File: config.mk
export PLATFORM = sky130hd
export DESIGN_NAME = dw_minmax_seq
export DESIGN_NICKNAME = d
export VERILOG_FILES = /design/src/rtl/dw_minmax_seq.sv
export SDC_FILE = /design/constraint.sdc
export NUM_CORES = 1
export LEC_CHECK = 0
export ABC_AREA = 1
export BUFFER_PORTS_ARGS = -buffer_cell sky130_fd_sc_hd__buf_2
export CAP_MARGIN = 20
export CORE_MARGIN = 3
export CORE_UTILIZATION = 23
export DETAILED_ROUTE_END_ITERATION = 10
export PLACE_DENSITY = 0.5
export SYNTH_ARGS = -nofsm -noshare
export SYNTH_HDL_FRONTEND = slang
export SYNTH_SLANG_ARGS = --single-unit
File: constraint.sdc
create_clock -name clk -period 5.29 [get_ports clk]
set_clock_uncertainty 0.1 [all_clocks]
set_input_delay 0.2645 -clock clk [delete_from_list [all_inputs] [get_ports clk]]
set_output_delay 0.2645 -clock clk [all_outputs]
set_load 0.05 [all_outputs]
File: src/rtl/dw_minmax_seq.sv
// Streaming min/max: consumes one word per handshake and reports the winning
// word and its frame position after num_inputs words through a valid/ready port.
module dw_minmax_seq #(
  parameter int unsigned width       = 8,
  parameter int unsigned num_inputs  = 4,
  localparam int unsigned index_width = (num_inputs > 1) ? $clog2(num_inputs) : 1
) (
  input  logic                   clk,
  input  logic                   rst_n,
  input  logic                   clr,
  input  logic                   tc,
  input  logic                   min_max,
  input  logic                   in_valid,
  output logic                   in_ready,
  input  logic [width-1:0]       a,
  output logic                   out_valid,
  input  logic                   out_ready,
  output logic [width-1:0]       value,
  output logic [index_width-1:0] index
);

  typedef enum logic [1:0] {IDLE, ACC, HOLD} state_t;

  state_t                 state;
  logic [width-1:0]       best;
  logic [index_width-1:0] best_idx;
  logic [index_width-1:0] count;
  logic                   tc_q;
  logic                   min_max_q;
  logic                   gt;
  logic                   lt;
  logic                   better;
  logic                   last;

  // Strict comparison keeps the earlier index on ties.
  always_comb begin
    gt = 1'b0;
    lt = 1'b0;
    if (tc_q) begin
      gt = $signed(a) > $signed(best);
      lt = $signed(a) < $signed(best);
    end else begin
      gt = a > best;
      lt = a < best;
    end
    better = min_max_q ? gt : lt;
  end

  assign last     = (count == index_width'(num_inputs - 1));
  assign in_ready = (state != HOLD);

  always_ff @(posedge clk or negedge rst_n) begin
    if (!rst_n) begin
      state     <= IDLE;
      count     <= '0;
      best      <= '0;
      best_idx  <= '0;
      tc_q      <= 1'b0;
      min_max_q <= 1'b0;
      out_valid <= 1'b0;
      value     <= '0;
      index     <= '0;
    end else if (clr) begin
      // Frame abort: result registers keep their last contents.
      state     <= IDLE;
      count     <= '0;
      out_valid <= 1'b0;
    end else begin
      case (state)
        IDLE: begin
          if (in_valid) begin
            best      <= a;
            best_idx  <= '0;
            tc_q      <= tc;
            min_max_q <= min_max;
            if (num_inputs == 1) begin
              value     <= a;
              index     <= '0;
              out_valid <= 1'b1;
              count     <= '0;
              state     <= HOLD;
            end else begin
              count <= index_width'(1);
              state <= ACC;
            end
          end
        end
        ACC: begin
          if (in_valid) begin
            if (better) begin
              best     <= a;
              best_idx <= count;
            end
            count <= count + index_width'(1);
            // Final word: fold the current comparison straight into the result.
            if (last) begin
              value     <= better ? a : best;
              index     <= better ? count : best_idx;
              out_valid <= 1'b1;
              count     <= '0;
              state     <= HOLD;
            end
          end
        end
        HOLD: begin
          if (out_ready) begin
            out_valid <= 1'b0;
            state     <= IDLE;
          end
        end
        default: state <= IDLE;
      endcase
    end
  end

endmodule

# Word level (Yosys, flattened, before mapping)
# Cells that the tools add are included.
[classes] muxes=26 eq_ne=10 add_sub_neg=1 n_reduce_logical=10 magnitude_cmp=4 bitwise_logic=1
[op_table] operator="2-to-1 mux 8 bit" n=3
[op_table] operator="2-to-1 mux 2 bit" n=11
[op_table] operator="greater-than comparator 8 bit" n=2
[op_table] operator="less-than comparator 8 bit" n=2
[op_table] operator="case mux 8 bit (2 select lines)" n=1
[op_table] operator="AND reduction 4 bit" n=4
[op_table] operator="inequality test 3 bit, second input constant" n=4
[op_table] operator="case mux 2 bit (2 select lines)" n=2
[op_table] operator="2-to-1 mux 1 bit" n=7
[op_table] operator="inequality test 2 bit, second input constant" n=3
[op_table] operator="case mux 2 bit (3 select lines)" n=1
[op_table] operator="AND reduction 3 bit" n=2
[op_table] operator="nonzero test 3 bit" n=2
[op_table] operator="== test 2 bit, second input constant" n=2
[op_table] operator="adder 2 x 1 -> 2 bit, second input constant" n=1
[op_table] operator="== test 2 x 1 -> 1 bit, second input constant" n=1
[op_table] operator="logical NOT 2 bit" n=1
[op_table] operator="case mux 1 bit (2 select lines)" n=1
[op_table] operator="nonzero test 2 bit" n=1
[op_table] operator="NOT 1 bit" n=1
[totals] inputBits=15 reg_bits=27 elab_cells=61 out_inout_bits=12

# Depth between registers and ports, before layout
[logic_depth] word_depth=6 depth_mapped=17 depth_no_buf=16

# Worst setup path before layout
# No wires, ideal clock.
[synth_path] kind="reg2reg" start="reg best[7]" end="reg index[1]" path_buffers=1 arrival_ns=1.712 setup_time_ns=0.118 period_less_slack_ns=1.929 required_ns=5.072 path_stages_with_launch=13 slack_ns=3.361 path_cell_list="dfrtp_1 > inv_1 > ha_1 > a21o_1 > nor2_4 > nand2_2 > nand2_1 > nand3_4 > nand2_4 > buf_6 > nand2_1 > nand3_1 > nand2_1"
[synth_via] elab_chain_cells=4 elab_cells_between_ends=8 classes_between="order compare (4); mux (4)"
[synth_rtl] element="start: declaration" line_no="25" rtl="logic [width-1:0] best;"
[synth_rtl] element="start signal: assignment" line_no="56" rtl="best <= '0;"
[synth_rtl] element="start signal: assignment" line_no="72" rtl="best <= a;"
[synth_rtl] element="start signal: assignment" line_no="91" rtl="best <= a;"
[synth_rtl] element="less-than comparator 8 bit, or another cell as far along" line_no="44" rtl="lt = a < best;"
[synth_rtl] element="2-to-1 mux 1 bit" line_no="39" rtl="if (tc_q) begin"
[synth_rtl] element="2-to-1 mux 1 bit *" line_no="46" rtl="better = min_max_q ? gt : lt;"
[synth_rtl] element="2-to-1 mux 2 bit *"
[synth_rtl] element="end signal: assignment" line_no="98" rtl="index <= better ? count : best_idx;"
[synth_rtl] element="end: declaration" line_no="19" rtl="output logic [index_width-1:0] index"
# Every way passes the cells marked *; elsewhere a longest branch is shown, timed or not.
# A chain may end at the register's enable or synchronous reset.

# Worst setup path after layout
[layout_path] start="reg state[0]" end="reg value[2]"
[layout_via] elab_chain_cells=2
[layout_rtl] element="start: declaration" line_no="24" rtl="state_t state;"
[layout_rtl] element="start signal: assignment" line_no="54" rtl="state <= IDLE;"
[layout_rtl] element="start signal: assignment" line_no="65" rtl="state <= IDLE;"
[layout_rtl] element="start signal: assignment" line_no="81" rtl="state <= HOLD;"
[layout_rtl] element="== test 2 x 1 -> 1 bit" line_no="69" rtl="case (state)"
[layout_rtl] element="AND reduction 4 bit (no source line)"
[layout_rtl] element="end signal: assignment" line_no="97" rtl="value <= better ? a : best;"
[layout_rtl] element="end: declaration" line_no="18" rtl="output logic [width-1:0] value,"
# Every way passes these cells.

==> impl_metrics.yaml <==
critical_path:
  critical_path.max_fanout: 15
  crit_required_ns: 5.36
  crit_path_end_kind: "flop"
  path_cells: "inv_2 -> nor2_4 -> inv_2 -> nor2_2 -> inv_2 -> nor2_2 -> inv_2 -> nor2_2 -> inv_2 -> nand2_1 -> nand2_1"
  cpMostUsedCell: "inv_2"
  cp_top_family: "simple AND/OR/NAND/NOR gates"
  critPathSlowestCell: "dfrtp_1"
  crit_buf_inv: 5
  cp-start-kind: "flop"
  crit_arrival_ns: 2.35
  criticalPathCategory: "reg -> reg"
  max_stage_delay_ns: 0.42
grt:
  grt_start_max_net_pins: 28
  grt_pass1_wl_mm: 7.04
  grt_overflow_total: 0
  antenna_found_initial: 0
  grt.total_usage_pct: 10.1
  grt_pass1_vias: 1556
timing:
  drv_slew: 0
  whs_ns: 0.119
  worst_slew_pin_slew_ns: 0.781
  slew_headroom_pct: 47.8
  tns_ns: 0
  setup_viol: 0
  fin_crit_ns: 2.28
  grt_setup_unrepaired: "no"
  finalHoldViolCount: 0
  max_freq_ghz: 0.438
  period_share_pct: 43.1
floorplan:
  rows: 30
  dieHeight_um: 92.1
  core_um2: 6980
  die_w_um: 92.1
  io_pins: 27
  initial_utilization_pct: 24.4
  die-area_um2: 8490
layout:
  final_area_um2: 1970
  diodes: 0
  final_cell_mix: "nand2_1, dfrtp_1, buf_2, inv_1, nand3_1"
  area_growth_pct: 15.6
  fin_cells: 354
  mostFrequentLayoutCell: "nand2_1"
  fillerInstances: 800
  drive_above_1_share_pct: 22.1
  nets: 283
synth:
  netlist_instances: 232
  synthMuxAreaShare_pct: 0.660
  yosys_warnings: 0
  synth_area_leaders: "dfrtp_1, nand2_1, ha_1, nand3_1, inv_1"
  synth_top_family_by_area: "simple AND/OR/NAND/NOR gates"
  yosysTopAreaCell: "dfrtp_1"
  postSynthAreaPerCell_um2: 7.36
  ys_ff_latch: 27
  syn_area_um2: 1710
  synth_cell_types: 27
  yosys.area_share.simple_pct: 39.4
  synth-compound-area-share_pct: 5.28
  synth-seq-area-share_pct: 39.6
  synthXorXnorAreaFrac_pct: 0
  yosys.area_share.adder_pct: 6.60
  synth_nets: 256
  synth_top_cell_area_share_pct: 39.6
clocking:
  path_clk_slew_ns: 0.10
  clock-root-buffer: "clkbuf_8"
  clock_latency_ns: 0.27
  h-tree-depth: 1
  hold_buffers: 1
  clock_sinks: 27
  postCtsSetupBuffers: 0
  numCtsBuffers: 3
  cts_buffer_depth: 2
  cts_tree: "built"
  cts.repair.resized: 0
drt:
  drcViolationCount: 0
  drtPass1Iterations: 4
  wire_per_inst_um: 11.3
  initialDrtViolationCount: 46
  drtAntennaViolNets: 0
  route.vias.total: 1495
  routed_wirelength_mm: 3.99
  via_per_inst: 4.22
pwr:
  switching_share_pct: 43.3
  p_int_mw: 0.395
  vdd_drop_max_mv: 0.154
  pwr-share-seq_pct: 38.0
  netSwitchingPower_mw: 0.302
  p_per_area_nw_per_um2: 353
  p_comb_share_pct: 44.6
  p_leak_nw: 1.09
  p_clk_share_pct: 17.4
hold_path:
  hold_path.class: "in -> reg"
place:
  place_area_um2: 1920
  dp.cells: 349
  io_buffers: 26
  gp_congestion: 0.721
  dpl.hpwl_mm: 3.06
flow_run:
  maxCapViolations: 0
status:
  status: "finished, final reports clean"
-- worst paths after layout --
kind / slack (ns) / from / to / cells after the start
max reg2reg: 3.01 / state[0] / value[2] / 11
min in group asynchronous: 0.43 / rst_n / index[1] / 2
max in group asynchronous: 4.25 / rst_n / best[7] / 2
min: 0.12 / min_max / min_max_q / 2
max: 3.01 / state[0] / value[2] / 11
min reg2reg: 0.38 / value[7] / value[7] / 2
-- per-layer routing --
metal  vias to the layer above  wire length (µm)  GRT usage (%)
met3                         4               187           2.38
met5                         -                 0              0
met2                        31              1820           16.6
met1                       687              1940           13.4
li1                        773                 -              -
met4                         0                42           2.48
-- kinds of logic after synthesis --
family,after synthesis
adder cells (fa/ha/maj),9
multiplexers,1
AO/OA/AOI/OAI,16
buffers and inverters,33
flip-flops,27
AND/OR/NAND/NOR,146
-- flip-flops by register name (all words and copies together), names as in the netlist --
name and count:
best_idx 2, state 2, value 8, out_valid 1, count 2, index 2, best 8, tc_q 1
min_max_q 1
-- power groups by stage --
stage          Combinational [mW]  Sequential, mW  Clock, mW
3_5_place_dp                0.312           0.270          0
6_report                    0.311           0.265      0.121
4_1_cts                     0.315           0.266      0.127
3_3_place_gp                0.308           0.270          0
2_1_floorplan               0.240           0.281          0
5_1_grt                     0.357           0.269      0.134
-- cells in the mapped netlist (all sizes together) --
cell	count
buf	4
nor2	23
a21o	1
mux2	1
nand4	1
o21bai	1
a21oi	8
nand3	25
nand2	96
ha	9
inv	28
o21ai	5
nor3	1
dfrtp	27
o22ai	1
clkbuf	1
-- per-stage QoR --
stage	setup WS (ns)	utilization (%)	power [mW]
floorplan	3.36	-	0.521
global placement	2.96	27.5	0.578
detailed placement	2.97	27.5	0.582
CTS	2.94	28.3	0.708
global route	2.70	28.3	0.761
finish	3.01	28.3	0.697
-- area by class of cell --
cell class | count | area [µm²] | area share, %
Clock buffer | 4 | 45.0 | 2.28
Inverter | 28 | 105 | 5.33
Multi-Input combinational cell | 172 | 887 | 45.0
Sequential cell | 27 | 676 | 34.2
Tap cell | 96 | 120 | 6.09
Timing Repair Buffer | 27 | 140 | 7.10
Power figures use the tool's default switching activity.
